`config.mk`:
```
export PLATFORM = sky130hd
export DESIGN_NAME = native_arbiter_2p
export DESIGN_NICKNAME = d
export VERILOG_FILES = /design/src/rtl/native_pkg.sv /design/src/rtl/native_tag_fifo.sv /design/src/rtl/native_arbiter_2p.sv
export SDC_FILE = /design/constraint.sdc
export NUM_CORES = 1
export LEC_CHECK = 0
export ABC_CLOCK_PERIOD_IN_PS = 3000
export BUFFER_PORTS_ARGS = -buffer_cell sky130_fd_sc_hd__buf_2
export CORE_AREA = 2 2 692 694
export DETAILED_ROUTE_END_ITERATION = 8
export DIE_AREA = 0 0 694 696
export PLACE_DENSITY = 0.3
export SLEW_MARGIN = 20
export SYNTH_ARGS = -nofsm -noshare
export SYNTH_HDL_FRONTEND = slang
export SYNTH_SLANG_ARGS = --single-unit
```
`constraint.sdc`:
```
create_clock -name sys_clk -period 3 [get_ports sys_clk]
set_input_delay 0.6 -clock sys_clk [delete_from_list [all_inputs] [get_ports sys_clk]]
set_output_delay 0.6 -clock sys_clk [all_outputs]
set_load 0.01 [all_outputs]
```
`src/rtl/native_pkg.sv`:
```
// Shared types and default widths for the native-port interconnect blocks.
package native_pkg;

    localparam int NATIVE_ADDR_W = 32;
    localparam int NATIVE_DATA_W = 256;

    typedef logic port_id_t;

    localparam port_id_t PORT0 = 1'b0;
    localparam port_id_t PORT1 = 1'b1;

    typedef struct packed {
        logic                     first;
        logic                     last;
        logic                     we;
        logic [NATIVE_ADDR_W-1:0] addr;
    } native_cmd_t;

    typedef struct packed {
        logic                       first;
        logic                       last;
        logic [NATIVE_DATA_W-1:0]   data;
        logic [NATIVE_DATA_W/8-1:0] be;
    } native_wdata_t;

    typedef struct packed {
        logic                     first;
        logic                     last;
        logic [NATIVE_DATA_W-1:0] data;
    } native_rdata_t;

endpackage

```
`src/rtl/native_tag_fifo.sv`:
```
// One-bit-wide synchronous FIFO holding port ids in command order.
module native_tag_fifo
    import native_pkg::*;
#(
    parameter int DEPTH = 4
) (
    input  logic     clk,
    input  logic     rst_n,
    input  logic     push,
    input  port_id_t din,
    input  logic     pop,
    output port_id_t dout,
    output logic     full,
    output logic     empty
);

    localparam int AW = $clog2(DEPTH);
    localparam int CW = AW + 1;

    port_id_t        mem_reg [DEPTH];
    logic [AW-1:0]   wr_ptr_reg;
    logic [AW-1:0]   rd_ptr_reg;
    logic [CW-1:0]   count_reg;
    logic [CW-1:0]   count_next;
    logic            full_reg;
    logic            full_next;
    logic            empty_reg;
    logic            empty_next;
    logic            do_push;
    logic            do_pop;

    // Full/empty are registered, so a pop in the same cycle never frees a slot for a push.
    always_comb begin
        do_push    = push & ~full_reg;
        do_pop     = pop & ~empty_reg;
        count_next = count_reg;
        case ({do_push, do_pop})
            2'b10:   count_next = count_reg + CW'(1);
            2'b01:   count_next = count_reg - CW'(1);
            default: count_next = count_reg;
        endcase
        full_next  = (count_next == CW'(DEPTH));
        empty_next = (count_next == '0);
    end

    always_ff @(posedge clk) begin
        if (!rst_n) begin
            wr_ptr_reg <= '0;
            rd_ptr_reg <= '0;
            count_reg  <= '0;
            full_reg   <= 1'b0;
            empty_reg  <= 1'b1;
        end else begin
            if (do_push) begin
                wr_ptr_reg <= wr_ptr_reg + AW'(1);
            end
            if (do_pop) begin
                rd_ptr_reg <= rd_ptr_reg + AW'(1);
            end
            count_reg <= count_next;
            full_reg  <= full_next;
            empty_reg <= empty_next;
        end
    end

    always_ff @(posedge clk) begin
        if (do_push) begin
            mem_reg[wr_ptr_reg] <= din;
        end
    end

    assign dout  = mem_reg[rd_ptr_reg];
    assign full  = full_reg;
    assign empty = empty_reg;

endmodule

```
`src/rtl/native_arbiter_2p.sv`:
```
// Two-to-one native-port arbiter: round-robin command grant with burst locking,
// write/read data steered back to the issuing port in command order.
module native_arbiter_2p
    import native_pkg::*;
#(
    parameter int ADDR_W   = NATIVE_ADDR_W,
    parameter int DATA_W   = NATIVE_DATA_W,
    parameter int WR_DEPTH = 4,
    parameter int RD_DEPTH = 8
) (
    input  logic                sys_clk,
    input  logic                sys_rst_n,

    input  logic                p0_cmd_valid,
    output logic                p0_cmd_ready,
    input  logic                p0_cmd_first,
    input  logic                p0_cmd_last,
    input  logic                p0_cmd_payload_we,
    input  logic [ADDR_W-1:0]   p0_cmd_payload_addr,
    input  logic                p0_wdata_valid,
    output logic                p0_wdata_ready,
    input  logic                p0_wdata_first,
    input  logic                p0_wdata_last,
    input  logic [DATA_W-1:0]   p0_wdata_payload_data,
    input  logic [DATA_W/8-1:0] p0_wdata_payload_we,
    output logic                p0_rdata_valid,
    input  logic                p0_rdata_ready,
    output logic                p0_rdata_first,
    output logic                p0_rdata_last,
    output logic [DATA_W-1:0]   p0_rdata_payload_data,

    input  logic                p1_cmd_valid,
    output logic                p1_cmd_ready,
    input  logic                p1_cmd_first,
    input  logic                p1_cmd_last,
    input  logic                p1_cmd_payload_we,
    input  logic [ADDR_W-1:0]   p1_cmd_payload_addr,
    input  logic                p1_wdata_valid,
    output logic                p1_wdata_ready,
    input  logic                p1_wdata_first,
    input  logic                p1_wdata_last,
    input  logic [DATA_W-1:0]   p1_wdata_payload_data,
    input  logic [DATA_W/8-1:0] p1_wdata_payload_we,
    output logic                p1_rdata_valid,
    input  logic                p1_rdata_ready,
    output logic                p1_rdata_first,
    output logic                p1_rdata_last,
    output logic [DATA_W-1:0]   p1_rdata_payload_data,

    output logic                m_cmd_valid,
    input  logic                m_cmd_ready,
    output logic                m_cmd_first,
    output logic                m_cmd_last,
    output logic                m_cmd_payload_we,
    output logic [ADDR_W-1:0]   m_cmd_payload_addr,
    output logic                m_wdata_valid,
    input  logic                m_wdata_ready,
    output logic                m_wdata_first,
    output logic                m_wdata_last,
    output logic [DATA_W-1:0]   m_wdata_payload_data,
    output logic [DATA_W/8-1:0] m_wdata_payload_we,
    input  logic                m_rdata_valid,
    output logic                m_rdata_ready,
    input  logic                m_rdata_first,
    input  logic                m_rdata_last,
    input  logic [DATA_W-1:0]   m_rdata_payload_data
);

    port_id_t   prio_reg, prio_next;
    port_id_t   lock_port_reg, lock_port_next;
    logic       lock_reg, lock_next;
    port_id_t   gnt;
    logic       gnt_full;
    logic       accept;
    logic [1:0] cmd_valid_vec;
    logic [1:0] cmd_ready_vec;
    logic [1:0] wdata_ready_vec;
    logic [1:0] rdata_valid_vec;
    logic [1:0] rdata_ready_vec;

    port_id_t   wr_head, rd_head;
    logic       wr_full, wr_empty, rd_full, rd_empty;
    logic       wr_push, rd_push, wr_pop, rd_pop;

    assign cmd_valid_vec   = {p1_cmd_valid, p0_cmd_valid};
    assign rdata_ready_vec = {p1_rdata_ready, p0_rdata_ready};

    always_comb begin
        gnt = prio_reg;
        if (lock_reg) begin
            gnt = lock_port_reg;
        end else if (cmd_valid_vec[prio_reg]) begin
            gnt = prio_reg;
        end else if (cmd_valid_vec[~prio_reg]) begin
            gnt = ~prio_reg;
        end
    end

    assign m_cmd_first        = gnt ? p1_cmd_first        : p0_cmd_first;
    assign m_cmd_last         = gnt ? p1_cmd_last         : p0_cmd_last;
    assign m_cmd_payload_we   = gnt ? p1_cmd_payload_we   : p0_cmd_payload_we;
    assign m_cmd_payload_addr = gnt ? p1_cmd_payload_addr : p0_cmd_payload_addr;

    // A full tag FIFO stalls the granted port; the other port does not get a turn instead.
    assign gnt_full    = m_cmd_payload_we ? wr_full : rd_full;
    assign m_cmd_valid = sys_rst_n & cmd_valid_vec[gnt] & ~gnt_full;
    assign accept      = m_cmd_valid & m_cmd_ready;

    always_comb begin
        prio_next      = prio_reg;
        lock_next      = lock_reg;
        lock_port_next = lock_port_reg;
        if (accept) begin
            if (m_cmd_last) begin
                lock_next = 1'b0;
                prio_next = ~gnt;
            end else begin
                lock_next      = 1'b1;
                lock_port_next = gnt;
            end
        end
    end

    always_ff @(posedge sys_clk) begin
        if (!sys_rst_n) begin
            prio_reg      <= PORT0;
            lock_reg      <= 1'b0;
            lock_port_reg <= PORT0;
        end else begin
            prio_reg      <= prio_next;
            lock_reg      <= lock_next;
            lock_port_reg <= lock_port_next;
        end
    end

    assign wr_push = accept & m_cmd_payload_we;
    assign rd_push = accept & ~m_cmd_payload_we;

    native_tag_fifo #(.DEPTH(WR_DEPTH)) u_wr_fifo (
        .clk   (sys_clk),
        .rst_n (sys_rst_n),
        .push  (wr_push),
        .din   (gnt),
        .pop   (wr_pop),
        .dout  (wr_head),
        .full  (wr_full),
        .empty (wr_empty)
    );

    native_tag_fifo #(.DEPTH(RD_DEPTH)) u_rd_fifo (
        .clk   (sys_clk),
        .rst_n (sys_rst_n),
        .push  (rd_push),
        .din   (gnt),
        .pop   (rd_pop),
        .dout  (rd_head),
        .full  (rd_full),
        .empty (rd_empty)
    );

    assign m_wdata_valid        = sys_rst_n & ~wr_empty & (wr_head ? p1_wdata_valid : p0_wdata_valid);
    assign m_wdata_first        = wr_head ? p1_wdata_first        : p0_wdata_first;
    assign m_wdata_last         = wr_head ? p1_wdata_last         : p0_wdata_last;
    assign m_wdata_payload_data = wr_head ? p1_wdata_payload_data : p0_wdata_payload_data;
    assign m_wdata_payload_we   = wr_head ? p1_wdata_payload_we   : p0_wdata_payload_we;
    assign wr_pop               = m_wdata_valid & m_wdata_ready;

    assign m_rdata_ready = sys_rst_n & ~rd_empty & rdata_ready_vec[rd_head];
    assign rd_pop        = m_rdata_valid & m_rdata_ready;

    genvar gi;
    generate
        for (gi = 0; gi < 2; gi++) begin : g_port
            assign cmd_ready_vec[gi]   = sys_rst_n & ~gnt_full & (gnt == port_id_t'(gi)) & m_cmd_ready;
            assign wdata_ready_vec[gi] = sys_rst_n & ~wr_empty & (wr_head == port_id_t'(gi)) & m_wdata_ready;
            assign rdata_valid_vec[gi] = sys_rst_n & ~rd_empty & (rd_head == port_id_t'(gi)) & m_rdata_valid;
        end
    endgenerate

    assign p0_cmd_ready   = cmd_ready_vec[0];
    assign p1_cmd_ready   = cmd_ready_vec[1];
    assign p0_wdata_ready = wdata_ready_vec[0];
    assign p1_wdata_ready = wdata_ready_vec[1];
    assign p0_rdata_valid = rdata_valid_vec[0];
    assign p1_rdata_valid = rdata_valid_vec[1];

    assign p0_rdata_first        = m_rdata_first;
    assign p0_rdata_last         = m_rdata_last;
    assign p0_rdata_payload_data = m_rdata_payload_data;
    assign p1_rdata_first        = m_rdata_first;
    assign p1_rdata_last         = m_rdata_last;
    assign p1_rdata_payload_data = m_rdata_payload_data;

endmodule
```
==> results_dict.tcl, run 1 <==
set metrics [dict create \
    slew_viol_final 0 \
    run_status "finished, violations left" \
    htree_levels 2 \
    synth_fa_ha_area_share_pct 1.466 \
    leakage_nw 6.717 \
    slew_headroom_pct 51.49 \
    worstPathCellList "mux4_4, buf_4, buf_12, mux2_2, buf_2" \
    violations "negative setup slack" \
    ios 1769 \
    cp-end-kind "output port" \
    synth_edf_count 12 \
    yosys.area_share.simple_pct 4.169 \
    drt-initial-drc-count 849 \
    required_ns 2.40 \
    synthFlopType "dfxtp_1" \
    layout.filler_cells 56646 \
    post-route-drc-count 0 \
    ctsLongestPathBuffers 2 \
    setup_ws_ns -0.1923 \
    dpl.cell_count 7828 \
    rsz0062_at_grt "yes" \
    drv_cap 0 \
    path_clk_slew_ns 0.06 \
    max_stage_delay_ns 0.66 \
    fp.dieW_um 694 \
    grt_max_degree 71 \
    core-area_um2 476400 \
    period_share_pct 106.4 \
    vias_per_cell 1.584 \
    final_core_util_pct 4.384 \
    max_freq_ghz 0.3133 \
    grt_first_pass_wirelength_mm 338.1 \
    synthCells 1081 \
    reg2reg_slack_ns 0.08 \
    crit_path_top_delay_cell "mux4_4" \
    dieArea_um2 483000 \
    drtAntennaViolNets 0 \
    netlist_area_um2 9903 \
    grt_usage_pct 12.56 \
    num_vias 12700 \
    synth_compound_area_share_pct 2.982 \
    finalNonFillerCells 8019 \
    synth.mux.area_fraction_pct 39.12 \
    ir_worst_vdd_uv 197.8 \
    rows 254 \
    synth_top_family_by_area "buffers and inverters" \
    ys_types 56 \
    postSynth.asyncResetShare_pct 0 \
    path_class "reg2out" \
    fin_crit_ns 3.192 \
    cts_tree "yes" \
    first_pass_iters 5 \
    multi_input_area_um2 4860 \
    ys_ff_latch 41 \
    power.density_nw_per_um2 179.2 \
    start_util_pct 2.079 \
    syn_to_final_growth_pct 110.9 \
    min_path_type "reg2reg" \
    tns_ns -21.78 \
    cp_data_arrival_time_ns 2.59 \
    finalSetupViolCount 184 \
    skew_ns 0.007907 \
    grt_antenna_before_repair 386 \
    synthesis.nets 2011 \
    synth_warnings 0 \
    grt_pass1_vias 10590 \
    final_nets 2497 \
    cp_max_fo 72 \
    layout-drive-gt1-share_pct 88.65 \
    dp_hpwl_mm 309.4 \
    hold_viol_final 0 \
    die_h_um 696 \
    synth_seq_area_share_pct 9.501 \
    routed_wl_mm 318.4 \
    worst_slew_pin_slew_ns 0.7277 \
    wl_per_cell_um 39.70 \
    numCtsBuffers 5 \
    power_mw 3.742 \
    clock_sinks 41 \
    gp_congestion 0.8725 \
    numPortBuffers 994 \
    post-place-ws_ns -0.1072 \
    clk_latency_ns 0.29 \
    avgSynthCellArea_um2 9.161 \
    cp-start-kind "flop" \
    root_buffer "clkbuf_16" \
    grt-ovfl-total 0 \
    seqCellArea_um2 942.2 \
    synth_xor_area_share_pct 0.9728 \
]
metrics by stage:
step | hold slack, ns | cell area, µm²
after floorplan | 0.4305 | 9903
after global placement | 0.4582 | 20130
after detailed placement | 0.4585 | 20130
after CTS | 0.4793 | 20310
after global routing | 0.5009 | 20610
final | 0.4671 | 20880
worst max-delay path: cells and delay by family (launching register included):
| kind | cells | cell delay, ns |
|---|---|---|
| DFF | 1 | 0.37 |
| buffers and inverters | 3 | 0.56 |
| muxes | 2 | 1.11 |
power by group:
group	internal, mW	switching, mW	total, mW	leakage [nW]
registers	0.583	0.0147	0.597	0.345
logic	1.16	1.33	2.50	6.29
clock network	0.416	0.233	0.648	0.0842
total	2.16	1.58	3.74	6.72
kinds of logic (layout without fill, tap and decap cells):
| family | Yosys count | after routing |
|---|---|---|
| AO/OA/AOI/OAI | 37 | 37 |
| XOR/XNOR | 11 | 11 |
| adder cells (fa/ha/maj) | 11 | 11 |
| buffers and inverters | 571 | 1058 |
| flip-flops | 41 | 41 |
| multiplexers | 340 | 340 |
| other | 0 | 179 |
| AND/OR/NAND/NOR | 70 | 70 |
metal layers:
layer | GRT usage [%] | routed length [µm] | part of all wire, %
met4 | 2.058 | 8792 | 2.8
met1 | 9.118 | 80510 | 25
met5 | 0.3000 | 1731 | 0.54
met3 | 20.59 | 108700 | 34
met2 | 16.87 | 118600 | 37
cells in the mapped netlist (3+ instances only):
master      n  area, µm²
and3_1      6      37.54
nor2_1     24      90.09
a211oi_1    3      22.52
nand2_1     8      30.03
ha_1       10      125.1
nor4_1      4      25.02
xnor2_1     7      61.31
mux2i_1    11      110.1
buf_2      36      180.2
mux2_2    323       3637
nand3b_1    3      22.52
o21ai_0     5      25.02
edfxtp_1   12      360.4
a21oi_1     9      45.04
nor3_1      5      25.02
nand2b_1    5      31.28
buf_4     517       3881
dfxtp_1    29      580.6
inv_1      12      45.04
nor3b_1     3      22.52
clkbuf_1    3      11.26
xor2_1      4      35.03
cell usage in the layout (no fill, tap or decap), types with 3 or more instances in the layout:
master | Yosys | layout
buf_2 | 36 | 920
mux2_2 | 323 | 321
diode_2 | 0 | 179
buf_12 | 0 | 78
buf_4 | 517 | 30
dfxtp_1 | 29 | 28
nor2_1 | 24 | 24
inv_1 | 12 | 12
edfxtp_1 | 12 | 12
mux2i_1 | 11 | 11
ha_1 | 10 | 10
nand2_1 | 8 | 8
a21oi_1 | 9 | 8
clkbuf_16 | 0 | 8
and3_1 | 6 | 6
xnor2_1 | 7 | 6
nor3_1 | 5 | 5
nand2b_1 | 5 | 5
o21ai_0 | 5 | 5
xor2_1 | 4 | 4
nor4_1 | 4 | 4
nand3b_1 | 3 | 3
mux2_4 | 1 | 3
a211oi_1 | 3 | 3
nor3b_1 | 3 | 3
buf_6 | 1 | 3
worst paths after layout:
check / from / endpoint / cells after the start
worst min-delay path: u_rd_fifo.rd_ptr_reg[2] / flop / 1
worst min register to register: u_rd_fifo.rd_ptr_reg[2] / flop / 1
worst max-delay path: u_wr_fifo.mem_reg[0] / m_wdata_payload_data[180] / 5
worst max register to register: flop / u_rd_fifo.empty / 12
final cells by class:
class,instances,share of cell area (%)
flip-flops and latches,41,4.511
clock inverters,2,0.1797
repair buffers,1036,31.39
well taps,6272,37.58
clock buffers,6,0.6650
inverters,14,0.2636
multi-input cells,469,23.27
diodes,179,2.145
what timing repair did:
item	4_1_cts	5_1_grt
cloned	0	3
gates resized for setup	5	8
hold buffers	0	0
setup endpoints to repair	164	212
pin swaps	0	1
buffers inserted	1	0
Note: power is estimated with default switching activity, not from simulation.
==> inputs of run 2 (changes only) <==
--- a/config.mk
+++ b/config.mk
@@ -6,7 +6,8 @@
 export NUM_CORES = 1
 export LEC_CHECK = 0
 export ABC_CLOCK_PERIOD_IN_PS = 3000
-export BUFFER_PORTS_ARGS = -buffer_cell sky130_fd_sc_hd__buf_2
+export BUFFER_PORTS_ARGS = -buffer_cell sky130_fd_sc_hd__buf_4
+export CAP_MARGIN = 30
 export CORE_AREA = 2 2 692 694
 export DETAILED_ROUTE_END_ITERATION = 8
 export DIE_AREA = 0 0 694 696
==> run 2 against run 1 <==
Against the previous run:
- flip-flop and latch count stayed put
- die area stayed put
- cell area up 10%
- final cell count down 1.0%
- sequential share of layout area down 0.40 points
- power increased by 11%
- sequential power hardly changed
- the flow still finishes with violations (negative setup slack)
==> results_dict.tcl, run 2 (synthesis gave the netlist of run 1 again) <==
set metrics [dict create \
    num_vias 12411 \
    grt_first_pass_wirelength_mm 343.7 \
    numPortBuffers 994 \
    cp_data_arrival_time_ns 2.52 \
    cp-end-kind "output port" \
    layout-drive-gt1-share_pct 88.95 \
    first_pass_iters 8 \
    grt-ovfl-total 0 \
    tns_ns -9.653 \
    rows 254 \
    ctsLongestPathBuffers 2 \
    hold_viol_final 0 \
    cp_max_fo 8 \
    multi_input_area_um2 4935 \
    cp-start-kind "flop" \
    post-place-ws_ns -0.01850 \
    mostFrequentLayoutCells "buf_4 (912), mux2_2 (301), buf_6 (87)" \
    drv_cap 0 \
    vias_per_cell 1.564 \
    slew_viol_final 0 \
    final_common_cell "buf_4" \
    fin_crit_ns 3.116 \
    crit_start "u_wr_fifo.mem_reg[3]" \
    ir_worst_vdd_uv 197.4 \
    violations "negative setup slack" \
    grt_max_degree 71 \
    drtAntennaViolNets 0 \
    gp_congestion 0.8450 \
    slew_headroom_pct 71.00 \
    syn_to_final_growth_pct 132.5 \
    required_ns 2.40 \
    grt_antenna_before_repair 327 \
    path_clk_slew_ns 0.07 \
    worst_slew_pin_slew_ns 0.4311 \
    seqCellArea_um2 945.9 \
    min-delay-start "u_rd_fifo.rd_ptr_reg[2]" \
    skew_ns 0.007142 \
    start_util_pct 2.079 \
    power.density_nw_per_um2 179.6 \
    run_status "finished, violations left" \
    grt_pass1_vias 11318 \
    root_buffer "clkbuf_16" \
    fp.dieW_um 694 \
    drt-initial-drc-count 813 \
    ios 1769 \
    core-area_um2 476400 \
    period_share_pct 103.9 \
    cts_tree "yes" \
    routed_wl_mm 322.5 \
    dieArea_um2 483000 \
    path_class "reg2out" \
    clk_latency_ns 0.29 \
    numCtsBuffers 5 \
    wl_per_cell_um 40.64 \
    clock_sinks 41 \
    finalSetupViolCount 205 \
    dp_hpwl_mm 310.3 \
    min_path_type "reg2reg" \
    htree_levels 2 \
    layout.filler_cells 56315 \
    grt_usage_pct 12.69 \
    max_freq_ghz 0.3209 \
    rsz0062_at_grt "yes" \
    final_nets 2512 \
    leakage_nw 7.623 \
    post-route-drc-count 0 \
    die_h_um 696 \
    r2r-start "u_wr_fifo.mem_reg[3]" \
    setup_ws_ns -0.1163 \
]
-- run 2: cell count changes in the layout (fill, tap and decap cells not counted), sizes merged --
cell    change
clkinv      +1
bufinv      -1
buf        +14
bufbuf      +1
diode      -98
-- run 2: metal layers --
layer / vias up / share of wire, % / track usage (%)
met5: - / 0.47 / 0.1700
met4: 196 / 2.4 / 1.888
met3: 665 / 35 / 21.31
met2: 2191 / 38 / 17.26
met1: 5094 / 25 / 8.815
li1: 4265 / - / -
-- run 2: repair_timing --
action,4_1_cts,5_1_grt
pin swaps,1,3
gates resized for setup,162,59
setup buffers,7,0
hold buffers,0,0
setup endpoints to repair,197,275
gates cloned,4,4
-- run 2: path summary, 6_finish.rpt --
check,end,depth (start not counted),slack [ns]
min reg2reg,u_rd_fifo.rd_ptr_reg[2],1,0.46
min,u_rd_fifo.rd_ptr_reg[2],1,0.46
max reg2reg,u_wr_fifo.empty,11,0.08
max,m_wdata_payload_data[222],6,-0.12
-- run 2: area by class of cell --
class	instances	share of cell area (%)
clock buffers	6	0.6521
multi-input cells	469	21.43
diodes	81	0.8803
clock inverters	2	0.07064
flip-flops and latches	41	4.108
repair buffers	1051	38.53
well taps	6272	34.08
inverters	14	0.2391
-- run 2: power breakdown --
part / internal [mW] / leakage [nW] / switching (mW)
clock network: 0.361 / 0.0787 / 0.240
registers: 0.582 / 0.346 / 0.0141
logic: 1.52 / 7.20 / 1.42
-- run 2: metrics by stage --
stage                     utilization, %  instances  instance area, µm²  hold WS, ns  power, mW
after CTS                          4.723       7851               22500       0.4667      4.203
after floorplan                        -       1081                9903       0.4305      2.065
final                              4.833       7936               23020       0.4620      4.135
after detailed placement           4.521       7832               21540       0.4551      3.408
after global routing               4.804       7880               22880       0.5007      4.421
after global placement             4.521       7832               21540       0.4547      3.399
-- run 2: critical path: stages (launching register included) --
cell and delay, ns:
edfxtp_1 0.36, mux4_4 0.68, buf_16 0.21, buf_16 0.22, buf_12 0.15, mux2_4 0.36
buf_6 0.15
